`src/rtl/div8.sv`:
```
// Sequential restoring unsigned divider: one quotient bit per clock, result packed as {remainder, quotient}.
// Optional macro DIV8_ZERO_FAST_EN: a zero divisor bypasses the shift-subtract loop.
module div8 #(
    parameter int WIDTH = 8
) (
    input  logic               clk,
    input  logic               sig,
    input  logic               start,
    input  logic [WIDTH-1:0]   ina,
    input  logic [WIDTH-1:0]   inb,
    output logic [2*WIDTH-1:0] out,
    output logic               busy,
    output logic               done,
    output logic               dz
);

    localparam int CW = $clog2(WIDTH + 1);

    typedef enum logic [1:0] {IDLE, RUN, FIN} state_t;

    state_t             state, state_n;
    logic [WIDTH-1:0]   q, q_n;
    logic [WIDTH-1:0]   d, d_n;
    logic [WIDTH:0]     r, r_n;
    logic [CW-1:0]      cnt, cnt_n;
    logic [2*WIDTH-1:0] out_n;
    logic               busy_n, done_n, dz_n;

    // One guard bit above R keeps the shifted remainder and its borrow in a single subtract.
    logic [WIDTH+1:0]   rs, trial;

    always_ff @(posedge clk or posedge sig) begin
        if (sig) begin
            state <= IDLE;
            q     <= '0;
            d     <= '0;
            r     <= '0;
            cnt   <= '0;
            out   <= '0;
            busy  <= 1'b0;
            done  <= 1'b0;
            dz    <= 1'b0;
        end else begin
            state <= state_n;
            q     <= q_n;
            d     <= d_n;
            r     <= r_n;
            cnt   <= cnt_n;
            out   <= out_n;
            busy  <= busy_n;
            done  <= done_n;
            dz    <= dz_n;
        end
    end

    always_comb begin
        state_n = state;
        q_n     = q;
        d_n     = d;
        r_n     = r;
        cnt_n   = cnt;
        out_n   = out;
        busy_n  = busy;
        done_n  = 1'b0;
        dz_n    = dz;
        rs      = {r, q[WIDTH-1]};
        trial   = rs - {2'b00, d};

        case (state)
            IDLE: begin
                if (start) begin
                    q_n     = ina;
                    d_n     = inb;
                    r_n     = '0;
                    cnt_n   = CW'(WIDTH);
                    busy_n  = 1'b1;
                    state_n = RUN;
`ifdef DIV8_ZERO_FAST_EN
                    // Preload the known divide-by-zero result so FIN packs it unchanged.
                    if (inb == '0) begin
                        q_n     = '1;
                        r_n     = {1'b0, ina};
                        cnt_n   = '0;
                        state_n = FIN;
                    end
`endif
                end
            end
            RUN: begin
                cnt_n = cnt - CW'(1);
                if (trial[WIDTH+1]) begin
                    r_n = rs[WIDTH:0];
                    q_n = {q[WIDTH-2:0], 1'b0};
                end else begin
                    r_n = trial[WIDTH:0];
                    q_n = {q[WIDTH-2:0], 1'b1};
                end
                if (cnt == CW'(1)) state_n = FIN;
            end
            FIN: begin
                out_n   = {r[WIDTH-1:0], q};
                dz_n    = (d == '0);
                done_n  = 1'b1;
                busy_n  = 1'b0;
                state_n = IDLE;
            end
            default: state_n = IDLE;
        endcase
    end

endmodule

```
`config.mk`:
```
export PLATFORM = sky130hd
export DESIGN_NAME = div8
export DESIGN_NICKNAME = d
export VERILOG_FILES = /design/src/rtl/div8.sv
export SDC_FILE = /design/constraint.sdc
export NUM_CORES = 1
export LEC_CHECK = 0
export CAP_MARGIN = 20
export CORE_ASPECT_RATIO = 1.4
export CORE_UTILIZATION = 35
export DETAILED_ROUTE_END_ITERATION = 7
export GPL_ROUTABILITY_DRIVEN = 0
export PLACE_DENSITY_LB_ADDON = 0.2
export SETUP_SLACK_MARGIN = 0.02
export SYNTH_ARGS = -nofsm -noshare
export SYNTH_HDL_FRONTEND = slang
export SYNTH_SLANG_ARGS = --single-unit
```
`constraint.sdc`:
```
create_clock -name clk -period 3.3 [get_ports clk]
set_clock_uncertainty 0.15 [all_clocks]
set_input_delay 0.66 -clock clk [delete_from_list [all_inputs] [get_ports clk]]
set_output_delay 0.66 -clock clk [all_outputs]
set_load 0.05 [all_outputs]
```
==> results.md <==
* Number of inserted diodes at 0
* Static leakage at 1.368 nW
* DP HPWL at 3605 um
* Post-route non-filler standard cell count at 363
* CTS buffer count at 5
* Hold buffers post-CTS at 0
* Synthesized Nets at 259
* Cell area after technology mapping at 2452 um^2
* Worst slew slack as a fraction of its limit at 54.14%
* Vias per inst at 5.099
* Vias in the first global route at 1941
* Clk root buf: sky130_fd_sc_hd__clkbuf_8
* Instance count of the mapped netlist at 229
* Dominant cell type by area after synthesis: sky130_fd_sc_hd__dfrtp_1
* Count of buffers inserted at the top-level ports at 37
* Fraction of the yosys area taken by sequential cells at 51.02%
* Remaining routing DRC violations at 0
* Number of cells on the critical path at 1
* Drt total wl at 5273 um
* Total GRT Usage at 16.00%
* Yosys Warn Count at 0
* Unrepaired setup endpoints after global routing: no
* Critical-path top delay cell: sky130_fd_sc_hd__clkdlybuf4s50_1
* Ratio of total power to cell area at 1218 nW/um^2
* H-Tree Depth at 2
* Critical-path cell list: clkdlybuf4s50_1
* Slack of the worst reg-to-reg path at 1.01 ns
* Clk pwr share at 13.7%
* Hold Path Stages at 2
* Result of the run: finished clean
* Finish-stage setup viols at 0
* Origin of the worst setup path: out[11]
* Number of nets in the layout at 300
* Class of the worst hold path: reg -> reg
* Internal power at 0.002098 W
* Most frequent standard cell in the layout excluding fill and tap cells: sky130_fd_sc_hd__dfrtp_1
* Clock-pin transition on the worst setup and hold timing paths at 0.10 ns
* Post-synth top area share at 51.02%
* Endpoint of the lowest-slack register-to-register path: r[7]
* Routed Antenna Nets at 0
* Wire per inst at 14.53 um
* Number of I/O pins at 38
* Highest fanout seen on the critical path at 2
* Horizontal extent of the die at 72.75 um
* Combined buffer and inverter count along the critical path at 1
* Combinational fraction of design power at 56.6%
* Sequential group share of total power at 29.6%
* Resized cells post-CTS at 0
* CP arrival at 1.49 ns
* Pins Over Slew Limit at 0
* Wire length of the first global-routing pass at 8887 um
* Net Sw Power at 0.001646 W
* Transition at the pin with the smallest max-transition slack at 0.6854 ns
* Commonest cells after routing, fill and taps aside: sky130_fd_sc_hd__dfrtp_1, sky130_fd_sc_hd__clkdlybuf4s50_1, sky130_fd_sc_hd__nand2_1
* Hold violation count in the final report at 0
* Area growth from synthesis to layout at 25.36%
* Cell Count Post-Placement at 355
* Crit path largest cell delay at 0.82 ns
* Max Root-Sink Buffers at 2
* Via total after detailed routing at 1851
* Overall die height at 101.0 um
* Violation count after the first detailed-route iteration at 73
* Number of setup buffers added after CTS at 0
* Netlist cell types at 40
* Floorplan core area at 6656 um^2
* Switching power as a share of total power at 43.95%
* Worst Path Required at 2.49 ns
* Initial antenna violation count at 0
* 1st-pass router iterations at 4
* Clock insertion delay at the later pin of the skew report at 0.30 ns
* Worst Setup End Kind: output pin
* Critical path class: reg -> out
* Power consumption at 0.003744 W
* Critical path startpoint category: flop
* Cells taking the most area after synthesis: sky130_fd_sc_hd__dfrtp_1, sky130_fd_sc_hd__mux2_2, sky130_fd_sc_hd__ha_1
* Number of register bits inferred by synthesis at 50
* Origin of the critical flop-to-flop path: r[6]
* Setup TNS at 0 ns
* Total gr overflow at 0
* Worst min-delay path startpoint: busy
* Worst Reg2Reg Path Length in Cells at 7
* CTS tree: yes
* Top achievable clock speed at 435.1 MHz
* Initial cell density of the core at 36.84%
* Fraction of layout cells with a size suffix above 1 at 13.28%
* Final Cycle Share at 69.65%
* VDD IR-drop max at 478.1 uV
* Cell Rows at 35
* Endpoint of the worst hold-timing path: busy
* Category of cells accounting for the largest share of critical-path delay: buffers and inverters
* Area of the die at 7350 um^2
* Number of maximum-capacitance constraint violations at 0
* Number of clock sinks seen by CTS at 50
* Final Critical Period at 2.298 ns
* Pin count of the biggest net entering global routing at 51
* Post-synthesis average cell area at 10.71 um^2
## synth_stat cells
cell and n:
sky130_fd_sc_hd__a211oi_1 2, sky130_fd_sc_hd__a211oi_2 1, sky130_fd_sc_hd__a21o_1 1, sky130_fd_sc_hd__a21o_2 1, sky130_fd_sc_hd__a21oi_1 5, sky130_fd_sc_hd__a221o_1 1
sky130_fd_sc_hd__a22oi_1 7, sky130_fd_sc_hd__a31oi_1 2, sky130_fd_sc_hd__and3_1 1, sky130_fd_sc_hd__and3_2 1, sky130_fd_sc_hd__buf_1 1, sky130_fd_sc_hd__buf_6 1
sky130_fd_sc_hd__clkbuf_1 5, sky130_fd_sc_hd__dfrtp_1 50, sky130_fd_sc_hd__fa_1 1, sky130_fd_sc_hd__ha_1 10, sky130_fd_sc_hd__inv_1 14, sky130_fd_sc_hd__mux2_2 16
sky130_fd_sc_hd__mux2i_1 8, sky130_fd_sc_hd__nand2_1 30, sky130_fd_sc_hd__nand2b_1 3, sky130_fd_sc_hd__nand3_1 11, sky130_fd_sc_hd__nand3b_1 2, sky130_fd_sc_hd__nor2_1 8
sky130_fd_sc_hd__nor2_2 1, sky130_fd_sc_hd__nor2b_1 3, sky130_fd_sc_hd__nor3_1 3, sky130_fd_sc_hd__nor3b_1 1, sky130_fd_sc_hd__nor3b_2 1, sky130_fd_sc_hd__nor4_1 3
sky130_fd_sc_hd__o2111ai_1 1, sky130_fd_sc_hd__o211ai_1 3, sky130_fd_sc_hd__o21a_1 2, sky130_fd_sc_hd__o21ai_0 14, sky130_fd_sc_hd__o21ai_1 6, sky130_fd_sc_hd__o22ai_1 1
sky130_fd_sc_hd__o2bb2ai_1 1, sky130_fd_sc_hd__xnor2_1 5, sky130_fd_sc_hd__xnor2_4 1, sky130_fd_sc_hd__xor2_1 1
## worst min-delay path, delay by kind of cell, from the launching register on
| kind | cells | cell delay, ns |
|---|---|---|
| flops | 1 | 0.35 |
| compound gates | 1 | 0.04 |
| simple gates | 1 | 0.07 |
## metal layers
metal  vias up  track usage (%)  share of wire [%]
met5         -                0                  0
met1       909            17.68                 41
li1        885                -                  -
met3        11            2.400                3.4
met4         0            8.296                3.0
met2        46            29.12                 53
## final cells by class
type                       instances  area [um^2]
clock inverter                     3        68.82
clock buffer                       5        68.82
fill                             647         3582
tap                               92        115.1
inverter                          14        52.55
sequential                        50         1251
multi-input combinational        158         1117
timing repair buffer              41        400.4
## state kept, by name, summed over array words and instances, names as in the netlist
name and flops:
state 2, r 9, done 1, busy 1
dz 1, cnt 4, d 8, q 8
out 16
## cells by family after synthesis
| kind of cell | Yosys count | synth area share, % |
|---|---|---|
| AND/OR/NAND/NOR | 68 | 13.21 |
| buffers and inverters | 21 | 3.520 |
| multiplexers | 24 | 10.61 |
| flip-flops | 50 | 51.02 |
| AO/OA/AOI/OAI | 48 | 12.45 |
| XOR/XNOR | 7 | 3.265 |
| adder cells (fa/ha/maj) | 11 | 5.918 |
## worst max path at each step
stage | endpoint | slack [ns]
global placement | q[7] | 0.99
detailed placement | q[7] | 0.97
finish | out[11] | 1.00
floorplan | r[2] | 1.24
CTS | out[11] | 0.98
global route | r[7] | 0.80
## power groups by stage
| stage | logic (W) | registers, W | clock network (W) |
|---|---|---|---|
| floorplan | 0.00135 | 0.00136 | 0 |
| global placement | 0.00210 | 0.00112 | 0 |
| detailed placement | 0.00212 | 0.00113 | 0 |
| CTS | 0.00213 | 0.00111 | 0.000532 |
| global route | 0.00235 | 0.00115 | 0.000558 |
| finish | 0.00212 | 0.00111 | 0.000515 |
## stage by stage
step,hold WS [ns],utilization (%),setup slack [ns],instance area [um^2]
6_report,0.3537,46.18,1.002,3074
5_1_grt,0.3691,46.18,0.8013,3074
4_1_cts,0.3564,46.18,0.9756,3074
3_5_place_dp,0.3399,44.12,0.9682,2937
3_3_place_gp,0.3289,44.12,0.9869,2937
2_1_floorplan,0.3073,-,1.238,2452
No activity file was read; power rests on OpenSTA's default activity.
==> patch, RTL diff (same flow settings) <==
Change the parameter `WIDTH` from 8 to 16.
--- a/src/rtl/div8.sv
+++ b/src/rtl/div8.sv
@@ -1,7 +1,7 @@
 // Sequential restoring unsigned divider: one quotient bit per clock, result packed as {remainder, quotient}.
 // Optional macro DIV8_ZERO_FAST_EN: a zero divisor bypasses the shift-subtract loop.
 module div8 #(
-    parameter int WIDTH = 8
+    parameter int WIDTH = 16
 ) (
     input  logic               clk,
     input  logic               sig,
Interface: changed (resized ina, inb and out); port bits go from 38 to 70. The function was not compared with the original's and may differ.
==> patch against the unedited design <==
Worst setup slack lost 0.67 ns; area after synthesis grew 89%; sequential power grew 75%; die area grew 87%; global-route usage grew 1.5 points; sequential cell count grew 41; worst hold slack lost 0.023 ns; critical path depth grew 8; via count grew 97%; total power grew 85%; maximum frequency shrank 22%; wire length grew 110%; combinational power grew 79%; final area grew 91%; largest power group unchanged.
==> patch: results <==
group,metric,value,unit
synth,synthAdderAreaFrac,0.0528,
cells_and_area,fin_cells,687,
outcome,status,"finished clean",
detailed_routing,first_iter_violations,245,
cts,clk_latency,0.34,ns
cts,clk_pin_slew_worst_paths,0.06,ns
worst_setup_path,slowest_stage,"or3_4",
worst_setup_path,reg2reg_depth,9,
synth,netlist_instances,463,
hold_path,hp-start,"dz",
worst_setup_path,crit_family,"compound AO/OA/AOI/OAI gates",
sta,worst_pin_slew,0.893,ns
synth,yosysSeqAreaShare,0.490,
placement,dpl.hpwl,7960,um
global_route,grt_usage,0.175,
detailed_routing,vias,3653,
synth,synth_compound_area_frac,0.165,
global_route,grt_max_degree,50,
placement,io_buffers,69,
synth,netlist_top_cells_count,"dfrtp_1 (91), nand2_1 (77), mux2_2 (30), o21ai_0 (30), inv_1 (27)",
hold_path,whs_endpoint,"dz",
worst_setup_path,slowest_delay,0.46,ns
synth,syn_nets,517,
synth,yosysUniqueCellTypes,48,
cells_and_area,antenna_cells,0,
synth,synth_mux_area_frac,0.0727,
cells_and_area,largestRegisters,"out (32), r (17)",
global_route,grt_pass1_vias,3779,
worst_setup_path,worstSetupStartpoint,"d[1]",
synth,synth_xor_xnor_area_share,0.0170,
detailed_routing,wl_per_cell,16.3,um
power_and_ir_drop,seqPwrFrac,0.281,
worst_setup_path,endpoint,"r[13]",
worst_setup_path,reg2reg_slack,0.34,ns
sta,max_freq,337,MHz
cells_and_area,fin_nets,583,
worst_setup_path,r2r_start,"d[1]",
power_and_ir_drop,powerDensity,1180,nW/um2
placement,place_area,5530,um2
cts,cts_buffers,9,
placement,post-place-cells,671,
global_route,grt_pass1_wl,18900,um
power_and_ir_drop,clock_power_share,0.171,
cts,cts-root-buf,"clkbuf_16",
worst_setup_path,cp.arrival,3.07,ns
power_and_ir_drop,internal_power,3.90,mW
worst_setup_path,crit_fanout,22,
[patch: changes by cell type in the layout (fill, tap and decap cells not counted), moves of 8 or more]
cell / before / now
mux2_2: 16 / 30
nand3_1: 11 / 24
a22oi_1: 7 / 15
a21oi_1: 5 / 13
mux2i_1: 8 / 0
o211ai_2: 0 / 10
nand2_1: 30 / 77
clkdlybuf4s50_1: 37 / 69
clkbuf_16: 0 / 9
ha_1: 10 / 18
inv_1: 13 / 26
o21ai_0: 14 / 30
nand4_1: 0 / 12
dfrtp_1: 50 / 91
[patch: layout make-up]
cell class                      count  area [um2]
Timing Repair Buffer               78         783
Multi-Input combinational cell    322        2170
Clock inverter                      5         100
Sequential cell                    91        2280
Tap cell                          153         191
Fill cell                        1236        7010
Inverter                           27         103
Clock buffer                       11         243
[patch: routing by layer]
metal,vias to the layer above,wire (um),GRT usage
met3,7,435,0.0334
li1,1789,-,-
met1,1794,4970,0.222
met2,63,5660,0.294
met5,-,0,0
met4,0,169,0.0658
